==> src/rtl/hazard_sequencer.sv <==
// Pipeline hazard controller for the 5-stage RV32I core: load-use stalls, branch flushes,
// variable-latency data-memory wait states with a timeout fault, and saturating stall/flush counters.
module hazard_sequencer #(
  parameter int MEM_TIMEOUT = 16,
  parameter int CNT_W       = 16
) (
  input  logic             clk,
  input  logic             rst,
  input  logic [4:0]       Rs1D,
  input  logic [4:0]       Rs2D,
  input  logic [4:0]       RdE,
  input  logic [1:0]       ResultSrcE,
  input  logic             PCSrcE,
  input  logic             MemReqM,
  input  logic             MemReadyM,
  output logic             StallF,
  output logic             StallD,
  output logic             StallE,
  output logic             StallM,
  output logic             FlushD,
  output logic             FlushE,
  output logic             FlushW,
  output logic             MemFault,
  output logic [CNT_W-1:0] StallCount,
  output logic [CNT_W-1:0] FlushCount
);

  typedef enum logic [1:0] {RUN, MEMWAIT, HALT} state_t;

  localparam logic [7:0] TIMEOUT = 8'(MEM_TIMEOUT);

  state_t     state, next_state;
  logic [7:0] wait_cnt, next_wait_cnt;
  logic       set_fault;
  logic       branch_flush;
  logic       mem_wait;
  logic       lu;

  assign mem_wait = MemReqM & ~MemReadyM;
  assign lu       = (ResultSrcE == 2'b01) && (RdE != 5'd0) && ((RdE == Rs1D) || (RdE == Rs2D));

  // NOTE: every signal written here gets a default first, so no path leaves one unassigned and no latch is inferred.
  always_comb begin
    next_state    = state;
    next_wait_cnt = wait_cnt;
    set_fault     = 1'b0;
    branch_flush  = 1'b0;
    StallF        = 1'b0;
    StallD        = 1'b0;
    StallE        = 1'b0;
    StallM        = 1'b0;
    FlushD        = 1'b0;
    FlushE        = 1'b0;
    FlushW        = 1'b0;

    case (state)
      RUN: begin
        if (mem_wait) begin
          next_state    = MEMWAIT;
          next_wait_cnt = 8'd1;
        end
      end
      MEMWAIT: begin
        if (mem_wait) begin
          if (wait_cnt == TIMEOUT) begin
            next_state = HALT;
            set_fault  = 1'b1;
          end else begin
            next_wait_cnt = wait_cnt + 8'd1;
          end
        end else begin
          next_state    = RUN;
          next_wait_cnt = 8'd0;
        end
      end
      HALT:    next_state = HALT;
      default: next_state = RUN;
    endcase

    // A branch or load-use seen during a memory wait is simply not acted on; E is held so it re-presents.
    if (state == HALT || mem_wait) begin
      StallF = 1'b1;
      StallD = 1'b1;
      StallE = 1'b1;
      StallM = 1'b1;
      FlushW = 1'b1;
    end else if (PCSrcE) begin
      FlushD       = 1'b1;
      FlushE       = 1'b1;
      branch_flush = 1'b1;
    end else if (lu) begin
      StallF = 1'b1;
      StallD = 1'b1;
      FlushE = 1'b1;
    end

    if (!rst) begin
      StallF       = 1'b0;
      StallD       = 1'b0;
      StallE       = 1'b0;
      StallM       = 1'b0;
      FlushD       = 1'b0;
      FlushE       = 1'b0;
      FlushW       = 1'b0;
      branch_flush = 1'b0;
    end
  end

  // NOTE: sequential state uses non-blocking assignments so all registers update from pre-edge values.
  always_ff @(posedge clk or negedge rst) begin
    if (!rst) begin
      state      <= RUN;
      wait_cnt   <= 8'd0;
      MemFault   <= 1'b0;
      StallCount <= '0;
      FlushCount <= '0;
    end else begin
      state    <= next_state;
      wait_cnt <= next_wait_cnt;
      if (set_fault) MemFault <= 1'b1;
      if (StallF && (StallCount != {CNT_W{1'b1}})) StallCount <= StallCount + 1'b1;
      if (branch_flush && (FlushCount != {CNT_W{1'b1}})) FlushCount <= FlushCount + 1'b1;
    end
  end

endmodule

==> config.mk <==
export PLATFORM = sky130hd
export DESIGN_NAME = hazard_sequencer
export DESIGN_NICKNAME = d
export VERILOG_FILES = /design/src/rtl/hazard_sequencer.sv
export SDC_FILE = /design/constraint.sdc
export NUM_CORES = 1
export LEC_CHECK = 0
export BUFFER_PORTS_ARGS = -buffer_cell sky130_fd_sc_hd__clkbuf_2
export CORE_MARGIN = 1.5
export CORE_UTILIZATION = 30
export DETAILED_ROUTE_END_ITERATION = 8
export MAX_ROUTING_LAYER = met4
export SETUP_SLACK_MARGIN = 0.02
export SLEW_MARGIN = 20
export SYNTH_ARGS = -nofsm -noshare
export SYNTH_HDL_FRONTEND = slang
export SYNTH_SLANG_ARGS = --single-unit
==> constraint.sdc <==
create_clock -name clk -period 3.22 [get_ports clk]
set_input_delay 0.322 -clock clk [delete_from_list [all_inputs] [get_ports clk]]
set_output_delay 0.322 -clock clk [all_outputs]
set_load 0.05 [all_outputs]
==> metrics.txt, run 1 <==
gr usage total 0.127; worst skew pair latency 300 ps; die area 0.00841 mm2; Crit Path Max Fanout 15; Die Wd 91.7 um; vias in the first global route 1799; placed cells 393; Clock Sinks 43; ratio of cells with drive above 1 in the final layout 0.273; placement row count 32; Synth area leader dfrtp_1; Max Cap Viol 0; worst slew pin tran 958 ps; Peak VDD IR 632 uV; f_max 0.385 GHz; Fin. Hold Viols 0; crit path DAT 2780 ps; area grow syn2layout 22.3%; Final #Nets 325; initial antenna violation count 0; Pwr Density 598 mW/mm2; Yosys warnings 0; CTS clk-pin slew, worst paths 80 ps; sequential area share after synthesis 0.456; Ports 62; Register Area 0.00108 mm2; Routed Antenna Nets 0; Chip Height 91.7 um; drt total wl 4840 um; final setup vio count 0; count of pins over their slew limit 0; Net Count, Synth 262; Pleak 1.38 nW; # diodes 0; reg2reg start StallCount[0]; CP endpoint kind register; post-layout util 0.375; Post-synth EDFFs 0; post-synth top area share 0.456; vias post-DR 1815; clk buf depth 2; final period utilization 0.807; area of the multi-input gates 0.00118 mm2; type of origin of the critical path input pin; DRC 0; synthesized instance count 236; Rel. slew slack 0.361; Clk Tree Root Cell clkbuf_8; Non-Filler Instances 402; grt ovf 0; first-pass GRT wire length 8370 um; vias per cell 4.51; Post-Syn Area 0.00236 mm2; Synth cell types 41; fill cell count 801; outcome finished, final reports clean; PortBufs 61; Seq cells post-synth 43; core box area 0.00769 mm2; ys flop type dfrtp_1; CP startpoint rst; worst hold start MemFault; unrepaired setup endpoints after global routing false; clock skew 8.93 ps; TritonCTS Buffers 5; GPL Wtd Cong 0.850; HP Class register to register; post-synthesis async set-or-reset flop share 1.00; detailed-route wire length per cell 12.0 um; setup_tns 0 ps; 1st-pass router iterations 4; Post-Synthesis Mean Instance Area 10.0 um2; Initial Utilization 0.307; largest net degree at the start of global routing 33; DP HPWL 3730 um; H-tree depth 2; CTS tree built; Crit Path Class input pin to register; Iter 0 DRT Violations 79; Crit path required time 3400 ps; Synth area leaders dfrtp_1 46%, xnor2_1 10%, xor2_1 7.1%; minimum clock period 2600 ps
[layer usage]
| metal | GRT usage | routed length [um] | up-vias |
|---|---|---|---|
| met5 | - | 0 | - |
| met4 | 0.0308 | 43 | 0 |
| met3 | 0.0274 | 174 | 6 |
| met2 | 0.203 | 2310 | 36 |
| met1 | 0.166 | 2310 | 854 |
| li1 | - | - | 919 |
[through the flow]
stage          total power, mW  cell area, um2  hold WS, ps  setup WS [ps]
3_5_place_dp              1.24            2740          252            724
2_1_floorplan             1.09            2360         26.4            906
4_1_cts                   1.74            2890          498            571
3_3_place_gp              1.23            2740          251            840
6_report                  1.73            2890          493            623
5_1_grt                   1.82            2890          511            310
[power by group]
group | switching (mW) | internal [mW] | total (mW)
sequential | 0.0959 | 0.611 | 0.707
combinational | 0.373 | 0.143 | 0.516
clock | 0.194 | 0.309 | 0.504
[cells in the final DEF, fill, tap and decap left out, drive strengths merged, types with 3 or more instances in the layout]
cell type and count:
a21oi 3, ha 4, nand2 26, nor4 4, nand3 12, nor3 11, nand4 9, nor2b 3
o21ai 6, inv 11, clkbuf 66, xnor2 27, xor2 19, a21boi 4, a211oi 3, nor2 23
dfrtp 43, and3 4
[cell usage after synthesis (2+ instances only)]
cell type / instances
nor2b_1: 2
a211oi_1: 2
nand4_1: 8
xor2_1: 19
nor4_1: 3
a21oi_1: 3
nand3_1: 12
and3b_1: 2
nor4b_1: 2
a21boi_0: 2
o21ai_0: 6
nor3_1: 8
buf_6: 2
xnor2_1: 27
nand2_1: 26
buf_4: 5
inv_1: 11
o21bai_1: 2
and3_1: 4
ha_1: 4
dfrtp_1: 43
nor3_4: 2
nor2_1: 23
[kinds of logic after synthesis]
group | count (synthesis) | share of synthesized area
AOI/OAI and AO/OA | 21 | 0.0610
buffers and inverters | 18 | 0.0429
muxes | 2 | 0.0111
and+or+nand+nor | 102 | 0.237
DFF | 43 | 0.456
xor gates and xnor gates | 46 | 0.171
adders and majority gates | 4 | 0.0212
[repair_timing]
action                    CTS  global route
gates resized for setup     0             0
hold endpoints to repair   11             0
hold buffers                1             0
setup buffers               0             0
[critical path: stages]
cell and delay [ps]:
dlygate4sd3_1 550, clkbuf_2 290, nand3b_1 190, a211oi_1 80, a21boi_0 140, a21oi_1 780, mux2_2 420
[area by class of cell]
type	instances	share of cell area
sequential	43	0.373
clock buffer	5	0.0238
clock inverter	3	0.0234
inverter	11	0.0143
timing repair buffer	63	0.112
tap	102	0.0442
multi-input combinational	175	0.410
[state kept, by name, summed over array words and instances, names as in the netlist]
signal / flops
FlushCount: 16
MemFault: 1
StallCount: 16
state: 2
wait_cnt: 8
[final timing paths]
check | slack, ps | depth (start not counted) | endpoint
max in group asynchronous | 2000 | 3 | wait_cnt[5]
worst max register to register | 740 | 6 | StallCount[1]
worst min-delay path | 490 | 1 | MemFault
min in group asynchronous | 500 | 2 | StallCount[15]
worst min register to register | 490 | 1 | MemFault
worst max-delay path | 620 | 7 | StallCount[1]
Power figures use the tool's default switching activity.
==> inputs of run 2 (changes only) <==
ABC_AREA = 1   (was default)
clock period = 2.6 ns   (was 3.22 ns; I/O delays follow)
==> run 2 against run 1 <==
  * Sequential power up 22%
  * Total power grew 12%
  * Critical path depth rose by 2
  * Worst setup slack worse by 81 ps
  * Register-to-register slack improved by 110 ps
  * Via count up 33%
  * Sequential share of layout area fell by 3.2 points
  * Utilization down 1.1 points
  * Combinational power grew 27%
  * Largest cell class unchanged
==> metrics.txt, run 2 <==
placement row count 34 (+6.3%); drt total wl 5960 um (+23%); Crit path required time 2340 ps (-1060 ps); CTS clk-pin slew, worst paths 80 ps (about the same); Clk Tree Root Cell clkbuf_8; vias post-DR 2422 (+33%); first-pass GRT wire length 10500 um (+26%); setup bufs post-CTS 0 (unchanged); Clock Sinks 43 (unchanged); Pwr Density 613 mW/mm2 (+2.4%); fill cell count 950 (+19%); type of origin of the critical path register; # diodes 0 (unchanged); Hold-fix buffers, CTS 0 (-1); Post-Syn Area 0.00267 mm2 (+13%); most common library cell in the layout ignoring fill and taps nand2_1; Register-to-Register Setup Slack 850 ps (+110 ps); core box area 0.00868 mm2 (+13%); Post-Synthesis Mean Instance Area 7.29 um2 (-27%); clk buf depth 2 (unchanged); DP HPWL 4630 um (+24%); Crit path max-delay family buffers and inverters; Largest regs FlushCount: 16 flops, StallCount: 16 flops, wait_cnt: 8 flops; clock skew 6.00 ps (-2.93 ps); post_cts resized 0 (unchanged); Initial Utilization 0.308 (+0.00114); Reg2Reg Capture Point FlushCount[5]; vias per cell 4.50 (-0.29%); Rel. slew slack 0.637 (+0.276); Seq cells post-synth 43 (unchanged); Int Power 1.10 mW (+3.9%); unrepaired setup endpoints after global routing false; Yosys warnings 0 (unchanged); CP bufs+invs 5 (+3); Post-synth EDFFs 0 (unchanged); setup_tns 0 ps (unchanged); post-synth top area share 0.402 (-0.0536); sequential area share after synthesis 0.402 (-0.0536); switch share 0.429 (+0.0451); die area 0.00949 mm2 (+13%); Routed Antenna Nets 0 (unchanged); Ports 62 (unchanged); Synth area leader dfrtp_1; Clock Power Share 0.219 (-0.073); CP Depth 9 (+2); Reg power frac 0.444 (+0.035); HP Class input pin to async pin; CP max stage cell dfrtp_1; CTS tree built; worst slew pin tran 544 ps (-414 ps); grt ovf 0 (unchanged); largest net degree at the start of global routing 44 (+33%); CP endpoint kind output port; worst skew pair latency 300 ps (about the same); Crit Path Max Fanout 20 (+5); post-synthesis async set-or-reset flop share 1.00 (unchanged); synthesized instance count 367 (+56%); Final Cell Area 0.00316 mm2 (+9.5%); Switch Pwr 0.831 mW (+25%); Max Cap Viol 0 (unchanged); Chip Height 97.4 um (+6.2%); H-tree depth 2 (unchanged); reg2reg start FlushCount[0]; final period utilization 0.792; R2R depth 8 (+2); Die Wd 97.4 um (+6.2%); top post-synthesis cells by count 111 x nand2_1, 43 x dfrtp_1, 42 x inv_1, 41 x nand3_1, 34 x nor2_1; Peak VDD IR 226 uV (-64%); PortBufs 61 (unchanged); Final #Nets 455 (+40%); final setup vio count 0 (unchanged); commonest cells after routing, fill and taps aside 111 x nand2_1, 60 x clkbuf_2, 43 x dfrtp_1, 42 x inv_1, 41 x nand3_1; minimum clock period 2060 ps; 1st-pass router iterations 6 (+2); critical path cell sequence inv_1, nand2_1, nand2_1, inv_1, nor2_1, inv_1, nand2_1, buf_4, buf_12; initial antenna violation count 0 (unchanged); DRC 0 (unchanged); Synth cell types 28 (-32%); top-count cell post-synth nand2_1; crit path DAT 1800 ps (-980 ps); Synth area leaders dfrtp_1 40%, nand2_1 16%, nand3_1 7.7%; gr usage total 0.136 (+0.00946); outcome finished, final reports clean; count of pins over their slew limit 0 (unchanged); area grow syn2layout 18.2%; detailed-route wire length per cell 11.1 um (-8.1%); ys flop type dfrtp_1; Net Count, Synth 393 (+50%); post-placement cell area 0.00308 mm2 (+12%); Pleak 1.69 nW (+23%); GPL Wtd Cong 0.901 (+6.0%); Fin. Hold Viols 0 (unchanged); TritonCTS Buffers 5 (unchanged); Crit Path Class register to output port; vias in the first global route 2372 (+32%); Iter 0 DRT Violations 79 (unchanged); combinational group share of total power 0.337 (+0.038); ratio of cells with drive above 1 in the final layout 0.195 (-0.0780); f_max 0.486 GHz; CP peak stage delay 390 ps (-390 ps)
run 2: power by group through the flow:
| stage | registers [mW] | logic (mW) | clock network [mW] |
|---|---|---|---|
| after CTS | 0.860 | 0.660 | 0.442 |
| final | 0.860 | 0.653 | 0.424 |
| after floorplan | 1.13 | 0.218 | 0 |
| after global placement | 0.870 | 0.648 | 0 |
| after detailed placement | 0.874 | 0.658 | 0 |
| after global routing | 0.881 | 0.708 | 0.469 |
run 2: worst max path at each step:
stage                     startpoint        endpoint  slack (ps)
after floorplan             state[0]          StallF         130
after global placement     MemReadyM          StallF         900
after detailed placement   MemReadyM  FlushCount[10]         860
after CTS                   state[0]          StallF         530
after global routing        state[0]          StallF         430
final                       state[0]          StallF         540
run 2: layer usage:
metal	track usage	vias to the layer above	part of all wire
met3	0.0302	5	0.037
li1	-	1266	-
met2	0.230	43	0.49
met5	-	-	0
met4	0.0352	0	0.0045
met1	0.166	1108	0.47
run 2: through the flow:
stage | util | hold WS [ps] | power, mW | setup WS (ps) | std cells
after floorplan | - | -35.6 | 1.35 | 135 | 367
after global placement | 0.354 | 432 | 1.52 | 898 | 530
after detailed placement | 0.354 | 438 | 1.53 | 861 | 530
after CTS | 0.364 | 109 | 1.96 | 528 | 538
after global routing | 0.364 | 157 | 2.06 | 428 | 538
final | 0.364 | 84.5 | 1.94 | 542 | 538
run 2: worst reg2reg max path, cell delays in order (launching register included):
cell and delay, ps:
dfrtp_1 410, ha_1 210, nand3_1 110, nor2_1 190, nand3_1 90, nand2_1 290, inv_2 150, nand2_1 100
xor2_1 140
run 2: cells by family (layout without fill, tap and decap cells):
kind of cell    Yosys count  count (layout)  synth area share
fa+ha+maj                 4               4            0.0187
buf+inv                  58             121            0.0969
xor+xnor                 31              31             0.102
compound gates           19              19            0.0370
flops                    43              43             0.402
simple gates            212             212             0.343
run 2: cell type report:
class / count / area (um2) / share of cell area
multi-input combinational: 266 / 1340 / 0.424
clock buffer: 6 / 72.6 / 0.0230
sequential: 43 / 1080 / 0.340
clock inverter: 2 / 12.5 / 0.00396
timing repair buffer: 63 / 335 / 0.106
tap: 108 / 135 / 0.0428
inverter: 50 / 190 / 0.0602
==> inputs of run 3 (changes only) <==
clock period = 2.1 ns   (was 2.6 ns; I/O delays follow)
==> run 3 against run 2 <==
  * Total power up 35%
  * Die area stayed put
  * First-iteration DRC count grew 7.6%
  * Utilization increased by 0.69 points
  * Largest power group unchanged
==> metrics.txt, run 3 (synthesized netlist as in run 2, its figures left out) <==
Rel. slew slack 0.669 (+0.0320); DRC 0 (unchanged); Fin. Hold Viols 0 (unchanged); Pwr Density 814 mW/mm2 (+33%); ratio of cells with drive above 1 in the final layout 0.201 (+0.00604); most common library cell in the layout ignoring fill and taps nand2_1; commonest cells after routing, fill and taps aside 110 x nand2_1, 61 x clkbuf_2, 43 x dfrtp_1, 42 x inv_1, 41 x nand3_1; Clock Sinks 43 (unchanged); grt ovf 0 (unchanged); placed cells 531 (+0.19%); worst slew pin tran 496 ps (-48.0 ps); vias post-DR 2433 (+0.45%); CP Capture Point StallF; outcome finished, final reports clean; Pleak 1.72 nW (+1.8%); PortBufs 61 (unchanged); post-placement cell area 0.00308 mm2 (unchanged); CP endpoint kind output port; HP Class input pin to async pin; placement row count 34 (unchanged); worst skew pair latency 300 ps (about the same); Chip Height 97.4 um (unchanged); Crit Path Class register to output port; Worst Hold Slack 29.6 ps (-54.9 ps); Reg2Reg Capture Point FlushCount[5]; R2R depth 8 (unchanged); Final #Nets 457 (+0.44%); clock skew 6.14 ps (+0.143 ps); setup_tns 0 ps (unchanged); Ports 62 (unchanged); largest net degree at the start of global routing 40 (-9.1%); Initial Utilization 0.308 (unchanged); CTS clk-pin slew, worst paths 80 ps (about the same); 1st-pass router iterations 4 (-2); type of origin of the critical path register; setup bufs post-CTS 0 (unchanged); Final Cell Area 0.00322 mm2 (+1.9%); detailed-route wire length per cell 10.9 um (-1.4%); unrepaired setup endpoints after global routing false; Die Wd 97.4 um (unchanged); area grow syn2layout 20.4%; crit path DAT 1660 ps (-140 ps); final setup vio count 0 (unchanged); reg2reg start FlushCount[0]; Peak VDD IR 371 uV (+64%); GPL Wtd Cong 0.915 (+1.5%); Crit path required time 1890 ps (-450 ps); minimum clock period 1870 ps; H-tree depth 2 (unchanged); Largest regs FlushCount: 16 flops, StallCount: 16 flops, wait_cnt: 8 flops; Crit Path Max Fanout 9 (-55%); Max Cap Viol 0 (unchanged); die area 0.00949 mm2 (unchanged); Register-to-Register Setup Slack 290 ps (-560 ps); drt total wl 5900 um (-1.0%); Non-Filler Instances 540 (+0.37%); CP startpoint state[0]; gr usage total 0.139 (+0.00232); f_max 0.533 GHz; DP Worst Slack 277 ps (-584 ps); count of pins over their slew limit 0 (unchanged); TritonCTS Buffers 5 (unchanged); initial antenna violation count 0 (unchanged); # diodes 0 (unchanged); post-layout util 0.371 (+0.00692); Routed Antenna Nets 0 (unchanged); first-pass GRT wire length 10700 um (+2.0%); clk buf depth 2 (unchanged); Iter 0 DRT Violations 85 (+7.6%); Final WS setup 225 ps (-316 ps); DP HPWL 4660 um (+0.56%); vias per cell 4.51 (about the same); Clk Tree Root Cell clkbuf_8; CTS tree built; vias in the first global route 2451 (+3.3%); Tot Pwr 2.62 mW (+35%); core box area 0.00868 mm2 (unchanged); final period utilization 0.893
==> run 3: report_power, final <==
part / switching [mW] / total (mW) / leakage, nW / internal, mW
Sequential: 0.132 / 1.06 / 0.566 / 0.929
Combinational: 0.600 / 0.805 / 1.09 / 0.205
Clock: 0.280 / 0.756 / 0.0654 / 0.475
==> run 3: layout make-up <==
| type | instances | area [um2] |
|---|---|---|
| well taps | 108 | 135 |
| multi-input cells | 266 | 1350 |
| repair buffers | 65 | 338 |
| flip-flops and latches | 43 | 1080 |
| fillers | 963 | 5460 |
| inverters | 50 | 190 |
| clock buffers | 6 | 72.6 |
| clock inverters | 2 | 60.1 |
==> run 3: repair_timing <==
action | CTS | global route
hold buffers | 1 | 0
endpoints found under the hold margin | 4 | 0
setup endpoints to repair | 0 | 2
gates resized for setup | 0 | 1
==> run 3: layer usage <==
metal | vias to the layer above | routed length (um) | share of wire | GRT usage
met2 | 33 | 2910 | 0.49 | 0.234
met3 | 5 | 178 | 0.030 | 0.0302
li1 | 1266 | - | - | -
met1 | 1129 | 2740 | 0.46 | 0.168
met5 | - | 0 | 0 | -
met4 | 0 | 65 | 0.011 | 0.0385
==> run 3: worst min-delay path by stage <==
| stage | end | startpoint | cells past startpoint | slack (ps) |
|---|---|---|---|---|
| detailed placement | wait_cnt[4] | rst | 1 | 50 |
| global placement | wait_cnt[4] | rst | 1 | 60 |
| global route | StallCount[14] | rst | 2 | 110 |
| floorplan | FlushCount[0] | rst | 0 | -90 |
| CTS | StallCount[0] | rst | 2 | 60 |
| finish | StallCount[0] | rst | 2 | 30 |
==> run 3: worst max-delay path, stage by stage (launching register included) <==
cell,delay (ps)
dfrtp_1,380
inv_1,70
nand2_1,70
nand2_1,80
inv_1,70
nor2_4,120
inv_1,60
nand2_2,200
clkbuf_2,320
